[src/rtl/fetch_decode.sv]
// Multi-cycle fetch/decode/execute front end: fetches one instruction word, decodes it
// for the ALU/register file and updates the PC. Optional FETCH_NUM_INST_EN adds a retired-instruction counter.
module fetch_decode #(
  parameter logic [15:0] RESET_PC = 16'h0000
) (
  input  logic        clk,
  input  logic        reset,
  output logic        i_readM,
  output logic [15:0] i_address,
  input  logic [15:0] i_data,
  input  logic        i_inputReady,
  output logic [3:0]  alu_opcode,
  output logic [5:0]  alu_func,
  output logic [15:0] imm_ext,
  output logic        use_imm,
  output logic [1:0]  rs_idx,
  output logic [1:0]  rt_idx,
  output logic [1:0]  rd_idx,
  output logic        reg_we,
  output logic        wwd_valid
`ifdef FETCH_NUM_INST_EN
  ,
  output logic [15:0] num_inst
`endif
);

  localparam logic [3:0] OP_ADI    = 4'd4;
  localparam logic [3:0] OP_LHI    = 4'd6;
  localparam logic [3:0] OP_JMP    = 4'd9;
  localparam logic [3:0] OP_RTYPE  = 4'd15;
  localparam logic [5:0] FUNC_ADD  = 6'd0;
  localparam logic [5:0] FUNC_WWD  = 6'd28;

  typedef enum logic [1:0] {
    S_FETCH  = 2'd0,
    S_DECODE = 2'd1,
    S_EXEC   = 2'd2
  } state_t;

  state_t      r_state;
  state_t      w_state_nxt;
  logic [15:0] r_pc;
  logic [15:0] r_ir;
  logic        w_ir_load;
  logic        w_pc_upd;
  logic [15:0] w_pc_nxt;

  logic [3:0]  w_op;
  logic [5:0]  w_func;
  logic        w_is_adi;
  logic        w_is_lhi;
  logic        w_is_jmp;
  logic        w_is_rtype;
  logic        w_is_add;
  logic        w_is_wwd;
  logic [15:0] w_imm;
  logic [1:0]  w_rd;

  // State register
  always_ff @(posedge clk) begin
    if (reset) r_state <= S_FETCH;
    else       r_state <= w_state_nxt;
  end

  // Next state and datapath strobes
  always_comb begin
    w_state_nxt = r_state;
    w_ir_load   = 1'b0;
    w_pc_upd    = 1'b0;
    case (r_state)
      S_FETCH: begin
        if (i_inputReady) begin
          w_ir_load   = 1'b1;
          w_state_nxt = S_DECODE;
        end
      end
      S_DECODE: w_state_nxt = S_EXEC;
      S_EXEC: begin
        w_pc_upd    = 1'b1;
        w_state_nxt = S_FETCH;
      end
      default: w_state_nxt = S_FETCH;
    endcase
  end

  // PC and instruction register; reset abandons any pending fetch
  always_ff @(posedge clk) begin
    if (reset) begin
      r_pc <= RESET_PC;
      r_ir <= 16'h0000;
    end else begin
      if (w_ir_load) r_ir <= i_data;
      if (w_pc_upd)  r_pc <= w_pc_nxt;
    end
  end

`ifdef FETCH_NUM_INST_EN
  logic [15:0] r_num_inst;

  // Every execute cycle retires one instruction, NOPs included
  always_ff @(posedge clk) begin
    if (reset)                 r_num_inst <= 16'h0000;
    else if (r_state == S_EXEC) r_num_inst <= r_num_inst + 16'd1;
  end

  assign num_inst = reset ? 16'h0000 : r_num_inst;
`endif

  assign w_op       = r_ir[15:12];
  assign w_func     = r_ir[5:0];
  assign w_is_adi   = (w_op == OP_ADI);
  assign w_is_lhi   = (w_op == OP_LHI);
  assign w_is_jmp   = (w_op == OP_JMP);
  assign w_is_rtype = (w_op == OP_RTYPE);
  assign w_is_add   = w_is_rtype && (w_func == FUNC_ADD);
  assign w_is_wwd   = w_is_rtype && (w_func == FUNC_WWD);

  assign w_imm = w_is_adi ? {{8{r_ir[7]}}, r_ir[7:0]} :
                 w_is_lhi ? {8'h00, r_ir[7:0]}       : 16'h0000;
  assign w_rd  = w_is_rtype              ? r_ir[7:6] :
                 (w_is_adi || w_is_lhi)  ? r_ir[9:8] : 2'd0;

  assign w_pc_nxt = w_is_jmp ? {r_pc[15:12], r_ir[11:0]} : r_pc + 16'd1;

  // Outputs are forced to their idle values for as long as reset is held
  assign i_readM    = !reset && (r_state == S_FETCH);
  assign i_address  = reset ? RESET_PC : r_pc;
  assign alu_opcode = reset ? 4'd0 : w_op;
  assign alu_func   = reset ? 6'd0 : w_func;
  assign imm_ext    = reset ? 16'h0000 : w_imm;
  assign use_imm    = !reset && (w_is_adi || w_is_lhi);
  assign rs_idx     = reset ? 2'd0 : r_ir[11:10];
  assign rt_idx     = reset ? 2'd0 : r_ir[9:8];
  assign rd_idx     = reset ? 2'd0 : w_rd;
  assign reg_we     = !reset && (r_state == S_EXEC) && (w_is_add || w_is_adi || w_is_lhi);
  assign wwd_valid  = !reset && (r_state == S_EXEC) && w_is_wwd;

endmodule

[config.mk]
export PLATFORM = sky130hd
export DESIGN_NAME = fetch_decode
export DESIGN_NICKNAME = d
export VERILOG_FILES = /design/src/rtl/fetch_decode.sv
export SDC_FILE = /design/constraint.sdc
export NUM_CORES = 1
export LEC_CHECK = 0
export ABC_AREA = 1
export BUFFER_PORTS_ARGS = -buffer_cell sky130_fd_sc_hd__buf_2
export CELL_PAD_IN_SITES_DETAIL_PLACEMENT = 0
export CELL_PAD_IN_SITES_GLOBAL_PLACEMENT = 2
export CORE_MARGIN = 2
export CORE_UTILIZATION = 25
export DETAILED_ROUTE_END_ITERATION = 8
export PLACE_DENSITY = 0.83
export RECOVER_POWER = 100
export SLEW_MARGIN = 20
export SYNTH_ARGS = -nofsm -noshare
export SYNTH_HDL_FRONTEND = slang
export SYNTH_SLANG_ARGS = --single-unit
export TNS_END_PERCENT = 20
[constraint.sdc]
create_clock -name clk -period 1.6 [get_ports clk]
set_input_delay 0.08 -clock clk [delete_from_list [all_inputs] [get_ports clk]]
set_output_delay 0.08 -clock clk [all_outputs]
set_load 0.02 [all_outputs]
==> flow_metrics.py <==
metrics = {
    "place": {
        "place_area_um2": 2450,
        "io_buffers": 70,
        "post-place-cells": 477,
        "place_ws_ns": 0.195,
        "place_congestion": 0.757,
        "place.detailed.hpwl_um": 4430,
    },
    "final_layout": {
        "final_area_um2": 2540,
        "drive_gt1_frac": 0.214,
        "fillers": 887,
        "multi_input_area_um2": 998,
        "fin_cells": 485,
        "area_growth_pct": 29.7,
        "layout.nets": 402,
        "antenna_cells": 0,
        "layout.area.seq_um2": 684,
    },
    "timing": {
        "timing.setup.tns_ns": 0,
        "max_slew_margin": 0.663,
        "setup_viol": 0,
        "min_period_ns": 1.49,
        "setup_slack_ns": 0.114,
        "rsz0062_at_grt": "no",
        "fmax_mhz": 673,
        "worst_pin_slew_ns": 0.506,
        "fin_skew_ns": 0.00274,
        "hold_viol_final": 0,
        "finalCritPeriodShare": 0.929,
        "slew_violations": 0,
    },
    "synth": {
        "synthTopCellsByArea": "dfxtp_1 35%, nor2_1 11%, inv_1 11%, nand2_1 9.4%, o21ai_0 4.8%",
        "ys_seq_area_frac": 0.347,
        "synthArstFlopShare": 0,
        "yosysUniqueCellTypes": 26,
        "ys_warn_count": 0,
        "synth.most_common_cell": "nor2_1",
        "synth_common_cells": "59 x nor2_1, 58 x inv_1, 49 x nand2_1",
        "synth.cell_area_um2": 1960,
        "post-synth-top-area-fraction": 0.347,
        "syn_area_per_cell_um2": 6.33,
        "syn_nets": 330,
        "synth_ff_type": "dfxtp_1",
        "synth_cells": 310,
        "synth_enable_flop_cells": 0,
        "yosysTopAreaCell": "dfxtp_1",
        "ys_ff_latch": 34,
    },
    "floorplanning": {
        "coreArea_um2": 7650,
        "boundaryPins": 71,
        "start_util": 0.257,
        "rows": 32,
        "die_area_um2": 8570,
        "die_x_um": 92.6,
        "die_h_um": 92.6,
    },
    "flow_run": {
        "cap_violations": 0,
    },
    "grt": {
        "grt_use_met1": 0.184,
        "antenna_found_initial": 0,
        "grt_pass1_wl_um": 9440,
        "met3_usage": 0.0317,
        "grtUsageTotal": 0.138,
        "grt_max_degree": 23,
        "top_usage_layer": "met2",
        "grt_pass1_vias": 1962,
        "overflow": 0,
        "met2_usage": 0.220,
    },
    "setup_path": {
        "critical_path.cell_chain": "inv_2, nand3_4, nor2_4, clkinv_2, buf_4, nor2_1, clkbuf_2",
        "crit_family": "buffers and inverters",
        "critPathKind": "reg -> out",
        "cp_slowest_cell": "dfxtp_1",
        "critPathMaxFanout": 8,
        "worst_path_largest_cell_delay_ns": 0.32,
        "cp-start-kind": "register",
        "end_kind": "output port",
        "cp.required_ns": 1.52,
        "crit_buf_inv": 4,
        "critPathArrivalTime_ns": 1.41,
    },
    "routing": {
        "num_vias": 2053,
        "finalWirelength_um": 5610,
        "drtIter0Drc": 102,
        "drc": 0,
        "dr.pass1.iters": 4,
        "wl_per_cell_um": 11.6,
        "via_per_inst": 4.23,
        "drtAntennaViolNets": 0,
    },
    "clock_network": {
        "cts_tree": "built",
        "htree_levels": 2,
        "clockBufferDepth": 2,
        "clkTransAtPathRegs_ns": 0.07,
        "cts_made_buffers": 5,
        "cts_sinks": 34,
        "clock_latency_ns": 0.28,
        "clockRootBuffer": "clkbuf_8",
        "postCtsSetupBuffers": 0,
    },
    "pwr": {
        "p_leak_nw": 1.23,
        "ir_drop_mv": 0.325,
        "power.density_nw_per_um2": 775,
    },
    "min_path": {
        "hold_path_class": "in -> reg",
    },
    "status": {
        "status": "completed",
    },
}
-- worst paths after layout --
kind                                       startpoint               endpoint  slack [ns]  cells after the start
worst min register to register  r_ir[15]$_SDFFE_PP0P_  r_ir[15]$_SDFFE_PP0P_        0.51                      2
worst max register to register  r_ir[13]$_SDFFE_PP0P_  r_pc[13]$_SDFFE_PP0P_        0.23                      8
worst max-delay path            r_ir[15]$_SDFFE_PP0P_             imm_ext[0]        0.11                      7
worst min-delay path                       i_data[14]  r_ir[14]$_SDFFE_PP0P_        0.02                      3
-- flip-flops by register name (all words and copies together), names as in the netlist --
| register | count |
|---|---|
| r_state | 2 |
| r_ir | 16 |
| r_pc | 16 |
-- cells by family after synthesis --
| logic type | count (synthesis) | synth area share |
|---|---|---|
| AOI/OAI and AO/OA | 47 | 0.133 |
| xor gates and xnor gates | 3 | 0.0134 |
| adders and majority gates | 1 | 0.00638 |
| buffers and inverters | 77 | 0.166 |
| DFF | 34 | 0.347 |
| and+or+nand+nor | 148 | 0.334 |
-- per-layer routing --
layer,up-vias,share of wire
li1,1106,-
met1,884,0.49
met2,57,0.43
met3,6,0.063
met4,0,0.013
met5,-,0
-- power by group --
group	switching, mW	internal (mW)	total [mW]	leakage [nW]
combinational	0.203	0.0956	0.299	0.898
sequential	0.0393	0.893	0.932	0.279
clock	0.307	0.435	0.742	0.0575
total	0.550	1.42	1.97	1.23
-- cell type report --
| cell class | count | area share |
|---|---|---|
| multi-input combinational | 199 | 0.393 |
| sequential | 34 | 0.269 |
| timing repair buffer | 82 | 0.156 |
| inverter | 60 | 0.0890 |
| tap | 102 | 0.0502 |
| clock buffer | 8 | 0.0433 |
-- what timing repair did --
action,4_1_cts,5_1_grt
resized for setup,6,10
endpoints found under the setup margin,17,19
hold buffers,0,0
pin swaps,1,0
-- tightest hold or removal path, stage by stage --
cell and delay (ns):
buf_2 0.08, o22ai_1 0.07, inv_1 0.05
-- layout by cell type (no fill, tap or decap) --
cell type / netlist / routed
inv_1: 58 / 57
nor2_1: 59 / 57
nand2_1: 49 / 49
dfxtp_1: 34 / 33
buf_2: 9 / 31
clkbuf_1: 0 / 31
o21ai_0: 19 / 19
o22ai_1: 14 / 14
nand3_1: 13 / 12
clkbuf_2: 0 / 10
buf_4: 7 / 9
clkbuf_8: 0 / 8
a21oi_1: 7 / 7
nor2_2: 5 / 6
nor3_1: 7 / 5
nand4_1: 5 / 5
nor2_4: 3 / 4
o21ai_1: 4 / 4
xor2_1: 3 / 3
nand3_2: 2 / 2
inv_2: 1 / 2
nand2_2: 3 / 2
o21bai_1: 2 / 2
nand3_4: 0 / 1
clkinv_2: 0 / 1
nor3_4: 0 / 1
nor4_1: 1 / 1
nand3b_1: 1 / 1
nand2_4: 0 / 1
nor3_2: 0 / 1
a21oi_2: 1 / 1
ha_1: 1 / 1
clkbuf_4: 0 / 1
dfxtp_4: 0 / 1
-- through the flow --
stage                util  total power [mW]  hold slack (ns)
finish              0.333              1.97           0.0178
global route        0.333              2.08           0.0268
CTS                 0.337              2.01          0.00237
detailed placement  0.320              1.25            0.303
global placement    0.320              1.25            0.297
floorplan               -              1.14            0.212
Note: power is estimated with default switching activity, not from simulation.
